[src/rtl/mem_merge_if.sv]
// Request/response bus shared by memory stages: valid/ready handshake carrying an access.
// The master drives the payload through the out modport; the slave receives it through the in modport.
interface mem_intf #(
  parameter int ID_WIDTH   = 4,
  parameter int ADDR_WIDTH = 32,
  parameter int DATA_WIDTH = 32,
  parameter int MASK_WIDTH = 4
);
  logic                  valid;
  logic                  ready;
  logic                  read_enable;
  logic [MASK_WIDTH-1:0] write_enable;
  logic [ADDR_WIDTH-1:0] addr;
  logic [DATA_WIDTH-1:0] data;
  logic [ID_WIDTH-1:0]   id;

  modport in (
    input  valid, read_enable, write_enable, addr, data, id,
    output ready
  );

  modport out (
    output valid, read_enable, write_enable, addr, data, id,
    input  ready
  );
endinterface

[src/rtl/mem_merge.sv]
// Two-to-one round-robin request merger with a registered output stage.
// Each merged request carries its source port in the id MSB, and responses are routed back by that bit.
module mem_merge #(
  parameter logic [31:0] CLOCK_INFO = 'b0
) (
  input logic clk,
  input logic rst,
  mem_intf.in  mem_in0,
  mem_intf.in  mem_in1,
  mem_intf.out mem_out,
  mem_intf.in  mem_resp_in,
  mem_intf.out mem_resp_out0,
  mem_intf.out mem_resp_out1
);

  localparam int ID_WIDTH = $bits(mem_in0.id);
  localparam int AddrW    = $bits(mem_in0.addr);
  localparam int DataW    = $bits(mem_in0.data);
  localparam int MaskW    = $bits(mem_in0.write_enable);

  localparam bit WidthsOk =
      ($bits(mem_in1.addr) == AddrW) && ($bits(mem_out.addr) == AddrW) &&
      ($bits(mem_resp_in.addr) == AddrW) && ($bits(mem_resp_out0.addr) == AddrW) &&
      ($bits(mem_resp_out1.addr) == AddrW) &&
      ($bits(mem_in1.data) == DataW) && ($bits(mem_out.data) == DataW) &&
      ($bits(mem_resp_in.data) == DataW) && ($bits(mem_resp_out0.data) == DataW) &&
      ($bits(mem_resp_out1.data) == DataW) &&
      ($bits(mem_in1.write_enable) == MaskW) && ($bits(mem_out.write_enable) == MaskW) &&
      ($bits(mem_resp_in.write_enable) == MaskW) &&
      ($bits(mem_resp_out0.write_enable) == MaskW) &&
      ($bits(mem_resp_out1.write_enable) == MaskW) &&
      ($bits(mem_in1.id) == ID_WIDTH) && ($bits(mem_out.id) == ID_WIDTH + 1) &&
      ($bits(mem_resp_in.id) == ID_WIDTH + 1) && ($bits(mem_resp_out0.id) == ID_WIDTH) &&
      ($bits(mem_resp_out1.id) == ID_WIDTH);

  if (!WidthsOk) begin : g_bad_width
    $error("mem_merge: interface widths are inconsistent");
  end

  typedef struct packed {
    logic              re;
    logic [MaskW-1:0]  we;
    logic [AddrW-1:0]  addr;
    logic [DataW-1:0]  data;
    logic [ID_WIDTH:0] id;
  } req_t;

  // Request path
  logic out_valid_q, out_valid_d;
  logic prio_q, prio_d;
  req_t out_req_q, out_req_d;
  req_t in_req;
  logic load, grant_vld, grant_sel;

  always_comb begin
    load      = !out_valid_q || mem_out.ready;
    grant_vld = mem_in0.valid || mem_in1.valid;
    // With both ports requesting, prio_q picks; otherwise the lone requester wins.
    grant_sel = (mem_in0.valid && mem_in1.valid) ? prio_q : mem_in1.valid;
  end

  always_comb begin
    if (grant_sel) begin
      in_req = '{re: mem_in1.read_enable, we: mem_in1.write_enable, addr: mem_in1.addr,
                 data: mem_in1.data, id: {1'b1, mem_in1.id}};
    end else begin
      in_req = '{re: mem_in0.read_enable, we: mem_in0.write_enable, addr: mem_in0.addr,
                 data: mem_in0.data, id: {1'b0, mem_in0.id}};
    end
  end

  assign mem_in0.ready = load && grant_vld && !grant_sel && !rst;
  assign mem_in1.ready = load && grant_vld && grant_sel && !rst;

  always_comb begin
    out_valid_d = out_valid_q;
    out_req_d   = out_req_q;
    prio_d      = prio_q;
    if (load) begin
      out_valid_d = grant_vld;
      if (grant_vld) begin
        out_req_d = in_req;
        prio_d    = !grant_sel;
      end
    end
  end

  always_ff @(posedge clk or posedge rst) begin
    if (rst) begin
      out_valid_q <= 1'b0;
      out_req_q   <= '0;
      prio_q      <= 1'b0;
    end else begin
      out_valid_q <= out_valid_d;
      out_req_q   <= out_req_d;
      prio_q      <= prio_d;
    end
  end

  assign mem_out.valid        = out_valid_q;
  assign mem_out.read_enable  = out_req_q.re;
  assign mem_out.write_enable = out_req_q.we;
  assign mem_out.addr         = out_req_q.addr;
  assign mem_out.data         = out_req_q.data;
  assign mem_out.id           = out_req_q.id;

  // Response path: both outputs carry the payload, only the selected one is valid.
  logic resp_sel;
  assign resp_sel = mem_resp_in.id[ID_WIDTH];

  assign mem_resp_out0.valid        = mem_resp_in.valid && !resp_sel;
  assign mem_resp_out0.read_enable  = mem_resp_in.read_enable;
  assign mem_resp_out0.write_enable = mem_resp_in.write_enable;
  assign mem_resp_out0.addr         = mem_resp_in.addr;
  assign mem_resp_out0.data         = mem_resp_in.data;
  assign mem_resp_out0.id           = mem_resp_in.id[ID_WIDTH-1:0];

  assign mem_resp_out1.valid        = mem_resp_in.valid && resp_sel;
  assign mem_resp_out1.read_enable  = mem_resp_in.read_enable;
  assign mem_resp_out1.write_enable = mem_resp_in.write_enable;
  assign mem_resp_out1.addr         = mem_resp_in.addr;
  assign mem_resp_out1.data         = mem_resp_in.data;
  assign mem_resp_out1.id           = mem_resp_in.id[ID_WIDTH-1:0];

  assign mem_resp_in.ready = resp_sel ? mem_resp_out1.ready : mem_resp_out0.ready;

endmodule

[src/flat_wrapper.sv]
// flat-port wrapper written by rule: the top's interface ports become plain ports
module mem_merge_flat 
#(
  parameter logic [31:0] CLOCK_INFO = 'b0
)
  (clk, rst, mem_in0_valid, mem_in0_read_enable, mem_in0_write_enable, mem_in0_addr, mem_in0_data, mem_in0_id, mem_in0_ready, mem_in1_valid, mem_in1_read_enable, mem_in1_write_enable, mem_in1_addr, mem_in1_data, mem_in1_id, mem_in1_ready, mem_out_valid, mem_out_read_enable, mem_out_write_enable, mem_out_addr, mem_out_data, mem_out_id, mem_out_ready, mem_resp_in_valid, mem_resp_in_read_enable, mem_resp_in_write_enable, mem_resp_in_addr, mem_resp_in_data, mem_resp_in_id, mem_resp_in_ready, mem_resp_out0_valid, mem_resp_out0_read_enable, mem_resp_out0_write_enable, mem_resp_out0_addr, mem_resp_out0_data, mem_resp_out0_id, mem_resp_out0_ready, mem_resp_out1_valid, mem_resp_out1_read_enable, mem_resp_out1_write_enable, mem_resp_out1_addr, mem_resp_out1_data, mem_resp_out1_id, mem_resp_out1_ready);
  mem_intf #(.ID_WIDTH(4), .ADDR_WIDTH(16), .DATA_WIDTH(32), .MASK_WIDTH(4)) mem_in0_i ();
  mem_intf #(.ID_WIDTH(4), .ADDR_WIDTH(16), .DATA_WIDTH(32), .MASK_WIDTH(4)) mem_in1_i ();
  mem_intf #(.ID_WIDTH(5), .ADDR_WIDTH(16), .DATA_WIDTH(32), .MASK_WIDTH(4)) mem_out_i ();
  mem_intf #(.ID_WIDTH(5), .ADDR_WIDTH(16), .DATA_WIDTH(32), .MASK_WIDTH(4)) mem_resp_in_i ();
  mem_intf #(.ID_WIDTH(4), .ADDR_WIDTH(16), .DATA_WIDTH(32), .MASK_WIDTH(4)) mem_resp_out0_i ();
  mem_intf #(.ID_WIDTH(4), .ADDR_WIDTH(16), .DATA_WIDTH(32), .MASK_WIDTH(4)) mem_resp_out1_i ();
  input logic clk;
  input logic rst;
  input wire logic [$bits(mem_in0_i.valid)-1:0] mem_in0_valid;
  input wire logic [$bits(mem_in0_i.read_enable)-1:0] mem_in0_read_enable;
  input wire logic [$bits(mem_in0_i.write_enable)-1:0] mem_in0_write_enable;
  input wire logic [$bits(mem_in0_i.addr)-1:0] mem_in0_addr;
  input wire logic [$bits(mem_in0_i.data)-1:0] mem_in0_data;
  input wire logic [$bits(mem_in0_i.id)-1:0] mem_in0_id;
  output wire logic [$bits(mem_in0_i.ready)-1:0] mem_in0_ready;
  input wire logic [$bits(mem_in1_i.valid)-1:0] mem_in1_valid;
  input wire logic [$bits(mem_in1_i.read_enable)-1:0] mem_in1_read_enable;
  input wire logic [$bits(mem_in1_i.write_enable)-1:0] mem_in1_write_enable;
  input wire logic [$bits(mem_in1_i.addr)-1:0] mem_in1_addr;
  input wire logic [$bits(mem_in1_i.data)-1:0] mem_in1_data;
  input wire logic [$bits(mem_in1_i.id)-1:0] mem_in1_id;
  output wire logic [$bits(mem_in1_i.ready)-1:0] mem_in1_ready;
  output wire logic [$bits(mem_out_i.valid)-1:0] mem_out_valid;
  output wire logic [$bits(mem_out_i.read_enable)-1:0] mem_out_read_enable;
  output wire logic [$bits(mem_out_i.write_enable)-1:0] mem_out_write_enable;
  output wire logic [$bits(mem_out_i.addr)-1:0] mem_out_addr;
  output wire logic [$bits(mem_out_i.data)-1:0] mem_out_data;
  output wire logic [$bits(mem_out_i.id)-1:0] mem_out_id;
  input wire logic [$bits(mem_out_i.ready)-1:0] mem_out_ready;
  input wire logic [$bits(mem_resp_in_i.valid)-1:0] mem_resp_in_valid;
  input wire logic [$bits(mem_resp_in_i.read_enable)-1:0] mem_resp_in_read_enable;
  input wire logic [$bits(mem_resp_in_i.write_enable)-1:0] mem_resp_in_write_enable;
  input wire logic [$bits(mem_resp_in_i.addr)-1:0] mem_resp_in_addr;
  input wire logic [$bits(mem_resp_in_i.data)-1:0] mem_resp_in_data;
  input wire logic [$bits(mem_resp_in_i.id)-1:0] mem_resp_in_id;
  output wire logic [$bits(mem_resp_in_i.ready)-1:0] mem_resp_in_ready;
  output wire logic [$bits(mem_resp_out0_i.valid)-1:0] mem_resp_out0_valid;
  output wire logic [$bits(mem_resp_out0_i.read_enable)-1:0] mem_resp_out0_read_enable;
  output wire logic [$bits(mem_resp_out0_i.write_enable)-1:0] mem_resp_out0_write_enable;
  output wire logic [$bits(mem_resp_out0_i.addr)-1:0] mem_resp_out0_addr;
  output wire logic [$bits(mem_resp_out0_i.data)-1:0] mem_resp_out0_data;
  output wire logic [$bits(mem_resp_out0_i.id)-1:0] mem_resp_out0_id;
  input wire logic [$bits(mem_resp_out0_i.ready)-1:0] mem_resp_out0_ready;
  output wire logic [$bits(mem_resp_out1_i.valid)-1:0] mem_resp_out1_valid;
  output wire logic [$bits(mem_resp_out1_i.read_enable)-1:0] mem_resp_out1_read_enable;
  output wire logic [$bits(mem_resp_out1_i.write_enable)-1:0] mem_resp_out1_write_enable;
  output wire logic [$bits(mem_resp_out1_i.addr)-1:0] mem_resp_out1_addr;
  output wire logic [$bits(mem_resp_out1_i.data)-1:0] mem_resp_out1_data;
  output wire logic [$bits(mem_resp_out1_i.id)-1:0] mem_resp_out1_id;
  input wire logic [$bits(mem_resp_out1_i.ready)-1:0] mem_resp_out1_ready;
  assign mem_in0_i.valid = mem_in0_valid;
  assign mem_in0_i.read_enable = mem_in0_read_enable;
  assign mem_in0_i.write_enable = mem_in0_write_enable;
  assign mem_in0_i.addr = mem_in0_addr;
  assign mem_in0_i.data = mem_in0_data;
  assign mem_in0_i.id = mem_in0_id;
  assign mem_in0_ready = mem_in0_i.ready;
  assign mem_in1_i.valid = mem_in1_valid;
  assign mem_in1_i.read_enable = mem_in1_read_enable;
  assign mem_in1_i.write_enable = mem_in1_write_enable;
  assign mem_in1_i.addr = mem_in1_addr;
  assign mem_in1_i.data = mem_in1_data;
  assign mem_in1_i.id = mem_in1_id;
  assign mem_in1_ready = mem_in1_i.ready;
  assign mem_out_valid = mem_out_i.valid;
  assign mem_out_read_enable = mem_out_i.read_enable;
  assign mem_out_write_enable = mem_out_i.write_enable;
  assign mem_out_addr = mem_out_i.addr;
  assign mem_out_data = mem_out_i.data;
  assign mem_out_id = mem_out_i.id;
  assign mem_out_i.ready = mem_out_ready;
  assign mem_resp_in_i.valid = mem_resp_in_valid;
  assign mem_resp_in_i.read_enable = mem_resp_in_read_enable;
  assign mem_resp_in_i.write_enable = mem_resp_in_write_enable;
  assign mem_resp_in_i.addr = mem_resp_in_addr;
  assign mem_resp_in_i.data = mem_resp_in_data;
  assign mem_resp_in_i.id = mem_resp_in_id;
  assign mem_resp_in_ready = mem_resp_in_i.ready;
  assign mem_resp_out0_valid = mem_resp_out0_i.valid;
  assign mem_resp_out0_read_enable = mem_resp_out0_i.read_enable;
  assign mem_resp_out0_write_enable = mem_resp_out0_i.write_enable;
  assign mem_resp_out0_addr = mem_resp_out0_i.addr;
  assign mem_resp_out0_data = mem_resp_out0_i.data;
  assign mem_resp_out0_id = mem_resp_out0_i.id;
  assign mem_resp_out0_i.ready = mem_resp_out0_ready;
  assign mem_resp_out1_valid = mem_resp_out1_i.valid;
  assign mem_resp_out1_read_enable = mem_resp_out1_i.read_enable;
  assign mem_resp_out1_write_enable = mem_resp_out1_i.write_enable;
  assign mem_resp_out1_addr = mem_resp_out1_i.addr;
  assign mem_resp_out1_data = mem_resp_out1_i.data;
  assign mem_resp_out1_id = mem_resp_out1_i.id;
  assign mem_resp_out1_i.ready = mem_resp_out1_ready;
  mem_merge #(.CLOCK_INFO(CLOCK_INFO)) u_core (.clk(clk), .rst(rst), .mem_in0(mem_in0_i), .mem_in1(mem_in1_i), .mem_out(mem_out_i), .mem_resp_in(mem_resp_in_i), .mem_resp_out0(mem_resp_out0_i), .mem_resp_out1(mem_resp_out1_i));
endmodule
[config.mk]
export PLATFORM = sky130hd
export DESIGN_NAME = mem_merge_flat
export DESIGN_NICKNAME = d
export VERILOG_FILES = /design/src/rtl/mem_merge_if.sv /design/src/rtl/mem_merge.sv /design/src/flat_wrapper.sv
export SDC_FILE = /design/constraint.sdc
export NUM_CORES = 1
export LEC_CHECK = 0
export ABC_CLOCK_PERIOD_IN_PS = 2000
export BUFFER_PORTS_ARGS = -buffer_cell sky130_fd_sc_hd__buf_2
export CORE_AREA = 2 2 138 140
export CTS_CLUSTER_SIZE = 24
export DETAILED_ROUTE_END_ITERATION = 10
export DIE_AREA = 0 0 140 142
export PLACE_DENSITY = 0.55
export SLEW_MARGIN = 5
export SYNTH_ARGS = -nofsm -noshare
export SYNTH_HDL_FRONTEND = slang
export SYNTH_SLANG_ARGS = --single-unit
[constraint.sdc]
create_clock -name clk -period 2 [get_ports clk]
set_input_delay 0.2 -clock clk [delete_from_list [all_inputs] [get_ports clk]]
set_output_delay 0.2 -clock clk [all_outputs]
set_load 0.005 [all_outputs]
======== Word level (Yosys, flattened, before mapping) ========
Cells that the tools add are included.
word-level totals
  flip-flop bits (word level) ............. 60
  bits in latches ......................... 0
  bits in writable memories ............... 0
  ROM bits ................................ 0
  bits of input ports ..................... 180
  output and inout port bits .............. 178
  word-level logic and storage cells ...... 25
  memories kept ........................... 0
operators by class
  add/subtract/negate cells ............... 0
  multiply operators ...................... 0
  div/mod/pow operators ................... 0
  $lt $le $gt $ge ......................... 0
  eq/ne operators ......................... 0
  shift operators ......................... 0
  mux-type cells .......................... 3
  bitwise operators ....................... 0
  reduce and logical (&&, ||, !) cells .... 15
operators with widths
  kind                 count
  58-bit two-way mux   1
  1-bit logical AND    8
  1-bit logical NOT    4
  1-bit logical OR     2
  1-bit two-way mux    2
  2-bit AND reduction  1

======== Logic depth before layout (Yosys ltp) ========
  depth in word-level cells ............... 5
  gate-level depth with buffers ........... 7
  depth with buffers taken out ............ 3

======== Least setup slack after synthesis ========
Ideal clock, no wire load.
  kind .................................... input to output
  start point ............................. input port rst
  end point ............................... output port mem_in0_ready
  data arrival time ....................... 1809 ps
  required time ........................... 1800 ps
  path slack .............................. -9 ps
  stages on the path ...................... 2
  buffers on the path ..................... 0
  cells stage by stage .................... inv_1 and3_1
between the ends
  cells in the longest elaborated chain, start to end .. 2
RTL lines
  what               RTL line            source
  from (decl)        flat_wrapper.sv:14  input logic rst;
  1-bit logical NOT  mem_merge.sv:72     assign mem_in0.ready = load && grant_vld && !grant_sel && !rst;
  1-bit logical AND  mem_merge.sv:72
  to (decl)          flat_wrapper.sv:21  output wire logic [$bits(mem_in0_i.ready)-1:0] mem_in0_ready;
Every way passes these cells.

======== Worst setup path after layout ========
  start point ............................. register u_core.prio_q
  end point ............................... output port mem_in0_ready
between the ends
  cells in the longest elaborated chain, start to end .. 4
RTL lines
  what                            RTL line         source
  from (decl)                     mem_merge.sv:50  logic prio_q, prio_d;
  from (signal assigned)          mem_merge.sv:96  prio_q <= prio_d;
  1-bit two-way mux               mem_merge.sv:59  grant_sel = (mem_in0.valid && mem_in1.valid) ? prio_q : mem_in1.valid;
  1-bit logical NOT               mem_merge.sv:72
  1-bit logical AND (2 in a row)  mem_merge.sv:72
Every way passes these cells.

==> out/results.txt <==
Status: finished, violations left
Failing checks: DRC
PwrDens: 929 nW/um2
Hold WC Path Type: in2async
Simple-gate portion of the synthesized area: 11.9%
Share of layout cells above drive strength 1: 53.6%
Vias in the first global route: 2930
Flops & latches, synth: 60
# IOs: 358
Final Critical Period: 1.77 ns
RSZ-0062 raised after global routing: no
Worst setup SP type: flip-flop
CTS H-tree lvls: 3
Worst rel slew slack: 41.4%
Vias per std cell: 4.47
Number of synthesized flops with an enable pin: 0
IO Port Bufs: 186
Die footprint: 19900 um2
Post-Synthesis Cells: 329
Skew-Pair Late Insertion Delay: 0.34 ns
Synth Area in Compound Gates: 17.0%
Clock buffer count from CTS: 9
Post-DRT Antenna Nets: 0
Sequential area share after synthesis: 42.6%
Finished Cell Area: 4160 um2
Synthesized cell area: 3520 um2
Initial antenna violation count: 0
Setup violators final: 0
Leakage: 2.25 nW
Largest net degree at the start of global routing: 38
Clock sinks: 60
Yosys cell types: 20
Max-cap violations: 0
TritonCTS clock tree: yes
Period utilization: 88.6%
Fillers: 2011
Post-Synth Adder-Cell Area: 0%
Final hold violations: 0
Worst Setup End Kind: output pin
Core ar.: 18500 um2
Largest area contributor in the netlist: dfrtp_1
Mapped Nets: 509
WL per Instance: 21.2 um
Setup Skew: 0.00794 ns
Area of the multi-input gates: 1050 um2
Critical R2R Launch: u_core.prio_q
Fmax achieved: 564 MHz
Part of the power in registers: 39.5%
Switching Fraction: 27.4%
WP data arrival: 1.57 ns
Most frequent cell after synthesis: buf_4
Seq. cell area: 1500 um2
Share of total power in combinational logic: 20.7%
Proportion of synthesized area in mux cells: 0.319%
# hold bufs at CTS: 0
Synth Area per Inst: 10.7 um2
CP Data Required Time: 1.80 ns
Worst Setup Slack, final: 0.228 ns
Placed Instance Area: 3870 um2
Via count: 2830
Placer congestion estimate: 0.814
Synth async-reset ratio: 100%
Tot GR Track Use: 13.0%
Post-route DRC: 20
Post-synthesis xor/xnor area fraction: 0%
Antenna cells: 0
Final setup TNS: 0 ns
Switch Pwr: 1.06 mW
Yosys top cell area share: 42.6%
Pre-antenna DRT Iters: 9
Final Max Slew Viols: 0
WS Path Type: reg2out
Initial DRC Count: 138
Internal power: 2.80 mW
First-pass GRT wire length: 18.7 mm
Area Growth Syn to Fin: 17.9%
Die Wd: 140 um
Die Y: 142 um
Starting Density: 19.1%
# rows: 50
Max VDD drop: 0.342 mV
CTS Buffer Depth: 2
Post-CTS Setup Bufs: 0
Clock power frac: 39.8%
Worst Path Max Fanout: 23
Worst-path clk slew: 0.05 ns
Ys Warns: 0
Slew @ Worst Pin: 0.876 ns
CP Launch Point: u_core.prio_q
Grt ovf: 0
Top FF cell, synth: dfrtp_1
Detailed Route WL: 13.4 mm
Commonest cells post-synth: 114 x buf_4, 60 x dfrtp_1, 58 x and3_1
Resize count post-CTS: 0
Net count reported at finish: 574
Detailed-placement wirelength estimate: 10.8 mm
Reg2Reg Depth: 4
Pre-CTS WS: 0.366 ns
Area contributors post-synth: dfrtp_1 43%, buf_4 24%, a221o_1 16%
Largest family of logic cells by synthesized area: buffers and inverters
Clock root buffer: clkbuf_16
worst max-delay path: stages, from the launching register on:
cell and delay (ns):
dfrtp_1 0.42, a21boi_4 0.49, and3_1 0.22, buf_2 0.11
cell usage in the layout (no fill, tap or decap), types with 2 or more instances in the layout:
master        n
clkinvlp_4    2
buf_2       186
clkbuf_16     9
dfrtp_1      60
a221o_1      57
clkinv_2      3
and2_1        2
buf_12        2
clkbuf_1      2
and3_1       58
buf_4         6
metrics by stage:
stage	utilization (%)	total power [mW]	hold WS, ns	std cells
after floorplan	-	2.09	0.301	329
after global placement	21.0	2.33	0.377	617
after detailed placement	21.0	2.36	0.386	617
after CTS	22.5	3.95	0.0161	633
after global routing	22.5	4.08	0.0320	633
final	22.5	3.86	0.0120	633
power groups by stage:
stage	Clock, mW	Sequential (mW)	Combinational [mW]
6_report	1.54	1.53	0.798
5_1_grt	1.66	1.55	0.872
4_1_cts	1.61	1.53	0.814
3_5_place_dp	0	1.54	0.813
3_3_place_gp	0	1.54	0.790
2_1_floorplan	0	1.55	0.534
per-layer routing:
layer | wire length, um | track usage (%)
met1 | 4060 | 11.2
met2 | 6900 | 23.1
met3 | 2150 | 8.92
met4 | 333 | 5.95
met5 | 0 | 0
kinds of logic after synthesis:
kind of cell | Yosys count
flip-flops | 60
buffers and inverters | 141
multiplexers | 1
AO/OA/AOI/OAI | 61
AND/OR/NAND/NOR | 66
final cells by class:
class	instances	area share [%]
well taps	234	7.04
clock buffers	11	5.60
flip-flops and latches	60	36.1
clock inverters	5	1.26
inverters	1	0.181
repair buffers	194	24.4
multi-input cells	128	25.3
worst paths after layout:
kind | slack, ns | endpoint
max | 0.23 | mem_in0_ready
min | 0.01 | u_core.mem_out.valid
max reg2reg | 0.44 | u_core.mem_out.data[15]
min reg2reg | 0.47 | u_core.mem_out.id[4]
max in group asynchronous | 1.64 | u_core.mem_out.addr[14]
min in group clk | 0.09 | u_core.mem_out.id[2]
sequential cells by signal (all words and copies together), names as in the netlist:
signal                       cells
u_core.prio_q                    1
u_core.mem_out.id                5
u_core.mem_out.write_enable      4
u_core.mem_out.addr             16
u_core.mem_out.read_enable       1
u_core.mem_out.data             32
u_core.mem_out.valid             1
Power figures use the tool's default switching activity.
